[src/rtl/spi_rom_line_fetcher_pkg.sv]
// spi_rom_line_fetcher_pkg: shared SPI flash commands and fetcher FSM states
package spi_rom_line_fetcher_pkg;
  localparam logic [7:0] SPI_CMD_READ = 8'h03;
  localparam logic [7:0] SPI_CMD_FAST_READ = 8'h0B;
  typedef enum logic [2:0] {IDLE, PRE, DUMMY, DATA, GAP} state_t;
  function automatic logic is_spi_active(input state_t s);
    return s inside {PRE, DUMMY, DATA};
  endfunction
endpackage

[src/rtl/spi_rom_line_fetcher_bit_engine.sv]
// spi_rom_line_fetcher_bit_engine: mode-0 SCLK toggle, MOSI shift-out, MISO shift-in with stall
module spi_rom_line_fetcher_bit_engine (
  input  logic        clk,
  input  logic        reset,
  input  logic        load,
  input  logic [31:0] load_word,
  input  logic        run,
  input  logic        stall,
  input  logic        spi_miso,
  output logic        spi_sclk,
  output logic        spi_mosi,
  output logic        fall,
  output logic [7:0]  rx_byte,
  output logic [7:0]  rx_next
);
  logic [31:0] tx_sr;
  assign spi_mosi = tx_sr[31];
  assign fall = run && !stall && spi_sclk;
  assign rx_next = {rx_byte[6:0], spi_miso};
  // each bit is low then high; the high->low edge samples MISO and advances MOSI
  always_ff @(posedge clk)
    if (reset) begin
      spi_sclk <= 1'b0;
      tx_sr <= '0;
      rx_byte <= '0;
    end else if (load) begin
      spi_sclk <= 1'b0;
      tx_sr <= load_word;
    end else if (run && !stall) begin
      spi_sclk <= !spi_sclk;
      if (spi_sclk) begin
        tx_sr <= tx_sr << 1;
        rx_byte <= rx_next;
      end
    end else
      spi_sclk <= 1'b0;
endmodule

[src/rtl/spi_rom_line_fetcher.sv]
// spi_rom_line_fetcher: SPI flash READ master streaming bytes to a valid/ready port (SPI_FAST_READ_EN selects 0Bh + dummy byte)
module spi_rom_line_fetcher #(
  parameter int CNT_W = 8,
  parameter int CS_IDLE = 2
) (
  input  logic             clk,
  input  logic             reset,
  input  logic             start,
  input  logic [23:0]      start_addr,
  input  logic [CNT_W-1:0] byte_count,
  output logic             busy,
  output logic             done,
  output logic [7:0]       byte_data,
  output logic             byte_valid,
  input  logic             byte_ready,
  output logic             spi_cs,
  output logic             spi_sclk,
  output logic             spi_mosi,
  input  logic             spi_miso
);
  import spi_rom_line_fetcher_pkg::*;
`ifdef SPI_FAST_READ_EN
  localparam logic [7:0] CMD = SPI_CMD_FAST_READ;
  localparam state_t AFTER_PRE = DUMMY;
`else
  localparam logic [7:0] CMD = SPI_CMD_READ;
  localparam state_t AFTER_PRE = DATA;
`endif
  state_t state, state_n;
  logic [4:0] bit_cnt;
  logic [CNT_W-1:0] byte_left;
  logic [7:0] gap_cnt, rx_byte, rx_next;
  logic pend, fall, accept, phase_end, byte_done, out_free, gap_ok;
  assign accept = state == IDLE && start && byte_count != '0;
  assign phase_end = fall && bit_cnt == 5'd0;
  assign byte_done = phase_end && state == DATA;
  assign out_free = !byte_valid || byte_ready;
  assign gap_ok = !spi_cs && int'(gap_cnt) + 1 >= CS_IDLE && !pend && out_free;
  spi_rom_line_fetcher_bit_engine u_eng (
    .clk(clk),
    .reset(reset),
    .load(accept),
    .load_word({CMD, start_addr}),
    .run(is_spi_active(state)),
    .stall(pend),
    .spi_miso(spi_miso),
    .spi_sclk(spi_sclk),
    .spi_mosi(spi_mosi),
    .fall(fall),
    .rx_byte(rx_byte),
    .rx_next(rx_next)
  );
  // phase sequencing: preamble, optional dummy byte, data bytes, then CS gap
  always_comb begin
    state_n = state;
    if (accept) state_n = PRE;
    else if (state == PRE && phase_end) state_n = AFTER_PRE;
    else if (state == DUMMY && phase_end) state_n = DATA;
    else if (byte_done && byte_left == CNT_W'(1)) state_n = GAP;
    else if (state == GAP && gap_ok) state_n = IDLE;
  end
  // state register
  always_ff @(posedge clk)
    state <= reset ? IDLE : state_n;
  // counters, chip select, handshake and the one-deep output register backed by the shifter
  always_ff @(posedge clk)
    if (reset) begin
      spi_cs <= 1'b0;
      busy <= 1'b0;
      done <= 1'b0;
      bit_cnt <= '0;
      byte_left <= '0;
      gap_cnt <= '0;
      pend <= 1'b0;
      byte_valid <= 1'b0;
      byte_data <= '0;
    end else begin
      spi_cs <= is_spi_active(state_n) || state == DATA;
      busy <= state_n != IDLE;
      done <= (state == IDLE && start && byte_count == '0) || (state == GAP && gap_ok);
      bit_cnt <= accept ? 5'd31 : !fall ? bit_cnt : bit_cnt == 5'd0 ? 5'd7 : bit_cnt - 5'd1;
      byte_left <= accept ? byte_count : byte_done ? byte_left - CNT_W'(1) : byte_left;
      gap_cnt <= state != GAP ? 8'd0 : (!spi_cs && int'(gap_cnt) < CS_IDLE) ? gap_cnt + 8'd1 : gap_cnt;
      pend <= byte_done ? !out_free : pend && !out_free;
      byte_valid <= (byte_done || pend) ? 1'b1 : byte_valid && !byte_ready;
      byte_data <= (byte_done && out_free) ? rx_next : (pend && out_free) ? rx_byte : byte_data;
    end
endmodule

[config.mk]
export PLATFORM = sky130hd
export DESIGN_NAME = spi_rom_line_fetcher
export DESIGN_NICKNAME = d
export VERILOG_FILES = /design/src/rtl/spi_rom_line_fetcher_pkg.sv /design/src/rtl/spi_rom_line_fetcher_bit_engine.sv /design/src/rtl/spi_rom_line_fetcher.sv
export SDC_FILE = /design/constraint.sdc
export NUM_CORES = 1
export LEC_CHECK = 0
export CAP_MARGIN = 20
export CELL_PAD_IN_SITES_DETAIL_PLACEMENT = 1
export CELL_PAD_IN_SITES_GLOBAL_PLACEMENT = 1
export CORE_UTILIZATION = 44
export DETAILED_ROUTE_END_ITERATION = 12
export HOLD_SLACK_MARGIN = 0.12
export PLACE_DENSITY_LB_ADDON = 0.2
export SLEW_MARGIN = 20
export SYNTH_ARGS = -nofsm -noshare
export SYNTH_HDL_FRONTEND = slang
export SYNTH_SLANG_ARGS = --single-unit
[constraint.sdc]
create_clock -name clk -period 5.4 [get_ports clk]
set_input_delay 0.81 -clock clk [delete_from_list [all_inputs] [get_ports clk]]
set_output_delay 0.81 -clock clk [all_outputs]
set_load 0.02 [all_outputs]
==> impl_metrics.env <==
export IMPL_wirelength_mm=9.09
export IMPL_power_per_cell_area_nw_per_um2=290
export IMPL_synthesis_area_per_instance_um2=8.82
export IMPL_synth_cell_types=53
export IMPL_clock_tree_buffer_depth=2
export IMPL_cap_violations=0
export IMPL_syn_inst=385
export IMPL_overall_overflow_remaining_after_global_route=0
export IMPL_setup_reg_to_reg_worst_slack_ns=2.86
export IMPL_setup_repair_bufs_after_cts=0
export IMPL_layout_cells_most_common_list="78 x dfxtp_1, 49 x clkdlybuf4s50_1, 48 x a21oi_1"
export IMPL_crit_fanout=35
export IMPL_critical_register_to_register_path_startpoint="bit_cnt[0]$_SDFFE_PP0P_"
export IMPL_initial_core_util_pct=46.1
export IMPL_antenna_found_initial=0
export IMPL_mostFrequentLayoutCell="dfxtp_1"
export IMPL_synthesis_area_um2=3400
export IMPL_critPathCaptureType="flop"
export IMPL_detailed_place_hpwl_mm=6.08
export IMPL_p_leak_nw=1.44
export IMPL_grt_setup_unrepaired="false"
export IMPL_pin_count_of_the_biggest_net_entering_global_routing=48
export IMPL_net_count_of_the_mapped_netlist=427
export IMPL_routedWlPerCell_um=17.3
export IMPL_critPathKind="primary input to flop"
export IMPL_timing_worst_slew_pin_value_ns=0.712
export IMPL_fin_tns_setup_ns=0
export IMPL_cts_root_buf="clkbuf_8"
export IMPL_timing_final_setup_violations=0
export IMPL_final_nets=465
export IMPL_dieWidth_um=89.9
export IMPL_timing_slew_headroom_pct=52.5
export IMPL_worst_r2r_path_depth=6
export IMPL_clock_fmax_ghz=0.390
export IMPL_worstPathRequired_ns=5.68
export IMPL_filler_cell_count=859
export IMPL_postRouteAntennaNets=0
export IMPL_post_route_drc_count=0
export IMPL_timing_max_transition_violations_final=0
export IMPL_synth_seq_cells=78
export IMPL_cp_startpoint="byte_count[4]"
export IMPL_postSynth_asyncResetShare_pct=0
export IMPL_tritoncts="yes"
export IMPL_finalNonFillerCells=526
export IMPL_drt_first_iter_violations=147
export IMPL_cts_resized=0
export IMPL_cts_htree_levels=3
export IMPL_post_place_cells=511
export IMPL_vdd_drop_max_uv=146
export IMPL_cp_start_kind="primary input"
export IMPL_grt_first_pass_wirelength_mm=15.1
export IMPL_fraction_of_final_layout_cells_with_drive_strength_greater_than_1_pct=7.03
export IMPL_drt_vias_per_instance=5.89
export IMPL_synth_ff_type="dfxtp_1"
export IMPL_synth_yosys_seq_area_share_pct=46.0
export IMPL_placeableCoreArea_um2=7370
export IMPL_worst_clock_skew_ns=0.0123
export IMPL_gr_usage_all_layers_pct=23.2
export IMPL_holdBufCountCts=0
export IMPL_cts_num_sinks=78
export IMPL_worstHoldPathType="flop to flop"
export IMPL_final_period_utilization_pct=47.5
export IMPL_worst_setup_path_endpoint="byte_left[2]$_SDFFE_PP0P_"
export IMPL_die_height_um=89.9
export IMPL_floorplan_die_area_um2=8070
export IMPL_row_count=31
export IMPL_routed_vias=3100
export IMPL_number_of_buffers_created_by_cts=9
export IMPL_area_growth_synth_to_final_pct=21.4
export IMPL_antenna_cells_inserted=0
export IMPL_io_pins=51
export IMPL_hold_viol_final=0
export IMPL_path_clk_slew_ns=0.08
export IMPL_minimum_clock_period_after_layout_ns=2.56
export IMPL_number_of_global_route_vias_before_repair=3067
export IMPL_status="complete, no violations"
export IMPL_worst_ep_arrival_time_ns=2.85
export IMPL_buffer_ports_inserted=50
export IMPL_synth_enable_flop_cells=0
export IMPL_first_pass_iters=5
export IMPL_critical_path_reg2reg_endpoint="byte_data[6]$_SDFFE_PP0P_"
export IMPL_synth_warnings=0
export IMPL_worst_skew_pair_late_latency_ns=0.35
export IMPL_place_congestion=0.802
-- power breakdown --
part	internal [mW]	leakage, nW	switching, mW
registers	0.600	0.636	0.0206
clock network	0.222	0.0952	0.210
logic	0.0669	0.704	0.0762
-- stage by stage --
| step | hold WS [ns] | power (mW) | util [%] | cell area (um^2) | worst slack, ns |
|---|---|---|---|---|---|
| finish | 0.457 | 1.20 | 55.9 | 4120 | 2.84 |
| global placement | 0.438 | 0.770 | 53.4 | 3930 | 2.56 |
| global route | 0.476 | 1.25 | 55.9 | 4120 | 2.71 |
| floorplan | 0.432 | 0.718 | - | 3400 | 3.25 |
| detailed placement | 0.446 | 0.777 | 53.4 | 3930 | 2.48 |
| CTS | 0.460 | 1.21 | 55.9 | 4120 | 2.86 |
-- worst min path at each step --
| stage | from | end | slack, ns | cells past startpoint |
|---|---|---|---|---|
| after detailed placement | byte_data[3]$_SDFFE_PP0P_ | byte_data[3]$_SDFFE_PP0P_ | 0.45 | 1 |
| after floorplan | u_eng.tx_sr[26]$_SDFFE_PP0P_ | u_eng.tx_sr[27]$_SDFFE_PP0P_ | 0.43 | 2 |
| after global routing | u_eng.tx_sr[25]$_SDFFE_PP0P_ | u_eng.tx_sr[26]$_SDFFE_PP0P_ | 0.48 | 2 |
| final | u_eng.tx_sr[27]$_SDFFE_PP0P_ | u_eng.tx_sr[28]$_SDFFE_PP0P_ | 0.46 | 2 |
| after CTS | u_eng.tx_sr[27]$_SDFFE_PP0P_ | u_eng.tx_sr[28]$_SDFFE_PP0P_ | 0.46 | 2 |
| after global placement | u_eng.tx_sr[26]$_SDFFE_PP0P_ | u_eng.tx_sr[27]$_SDFFE_PP0P_ | 0.44 | 2 |
-- sequential cells by signal, indices dropped and copies added (netlist names), 3 cells and up --
| register | flops |
|---|---|
| byte_left | 8 |
| gap_cnt | 8 |
| state | 3 |
| u_eng.tx_sr | 32 |
| u_eng.rx_byte | 8 |
| byte_data | 8 |
| bit_cnt | 5 |
-- worst max-delay path, stage by stage --
cell,delay [ns]
clkdlybuf4s50_1,0.43
or4_1,0.62
o21ai_2,0.16
buf_4,0.36
nand2b_1,0.27
o21ai_1,0.19
-- cell families after synthesis --
| kind of cell | share of synthesized area (%) |
|---|---|
| simple gates | 22.7 |
| compound gates | 24.4 |
| flops | 46.0 |
| buf+inv | 4.31 |
| fa+ha+maj | 1.84 |
| xor+xnor | 0.774 |
-- area by class of cell --
cell class	count	area, um^2	area share, %
clock buffer	11	141	3.43
clock inverter	4	47.5	1.15
inverter	7	26.3	0.638
multi-input combinational	272	1690	41.0
sequential	78	1560	37.9
tap	99	124	3.01
timing repair buffer	55	533	12.9
-- synth_stat cells (4+ instances only) --
cell	number	area, um^2
nor2_1	12	45.0
o22ai_1	8	50.1
nand4_1	4	25.0
clkbuf_1	15	56.3
nand3_1	30	150
ha_1	5	62.6
o2bb2ai_1	7	61.3
a22oi_1	25	188
buf_2	12	60.1
nand2_1	39	146
nor2b_1	4	25.0
a21oi_1	48	240
nor3_1	13	65.1
a31oi_1	4	25.0
nor4_1	4	25.0
and3_1	6	37.5
a21o_1	5	37.5
dfxtp_1	78	1560
nand2b_1	4	25.0
inv_1	7	26.3
a211oi_1	4	30.0
-- routing by layer --
| metal | part of all wire (%) | track usage, % |
|---|---|---|
| met2 | 51 | 38.8 |
| met3 | 3.4 | 5.75 |
| met4 | 0.76 | 6.72 |
| met5 | 0 | 0 |
| met1 | 45 | 29.6 |
Power figures use the tool's default switching activity.
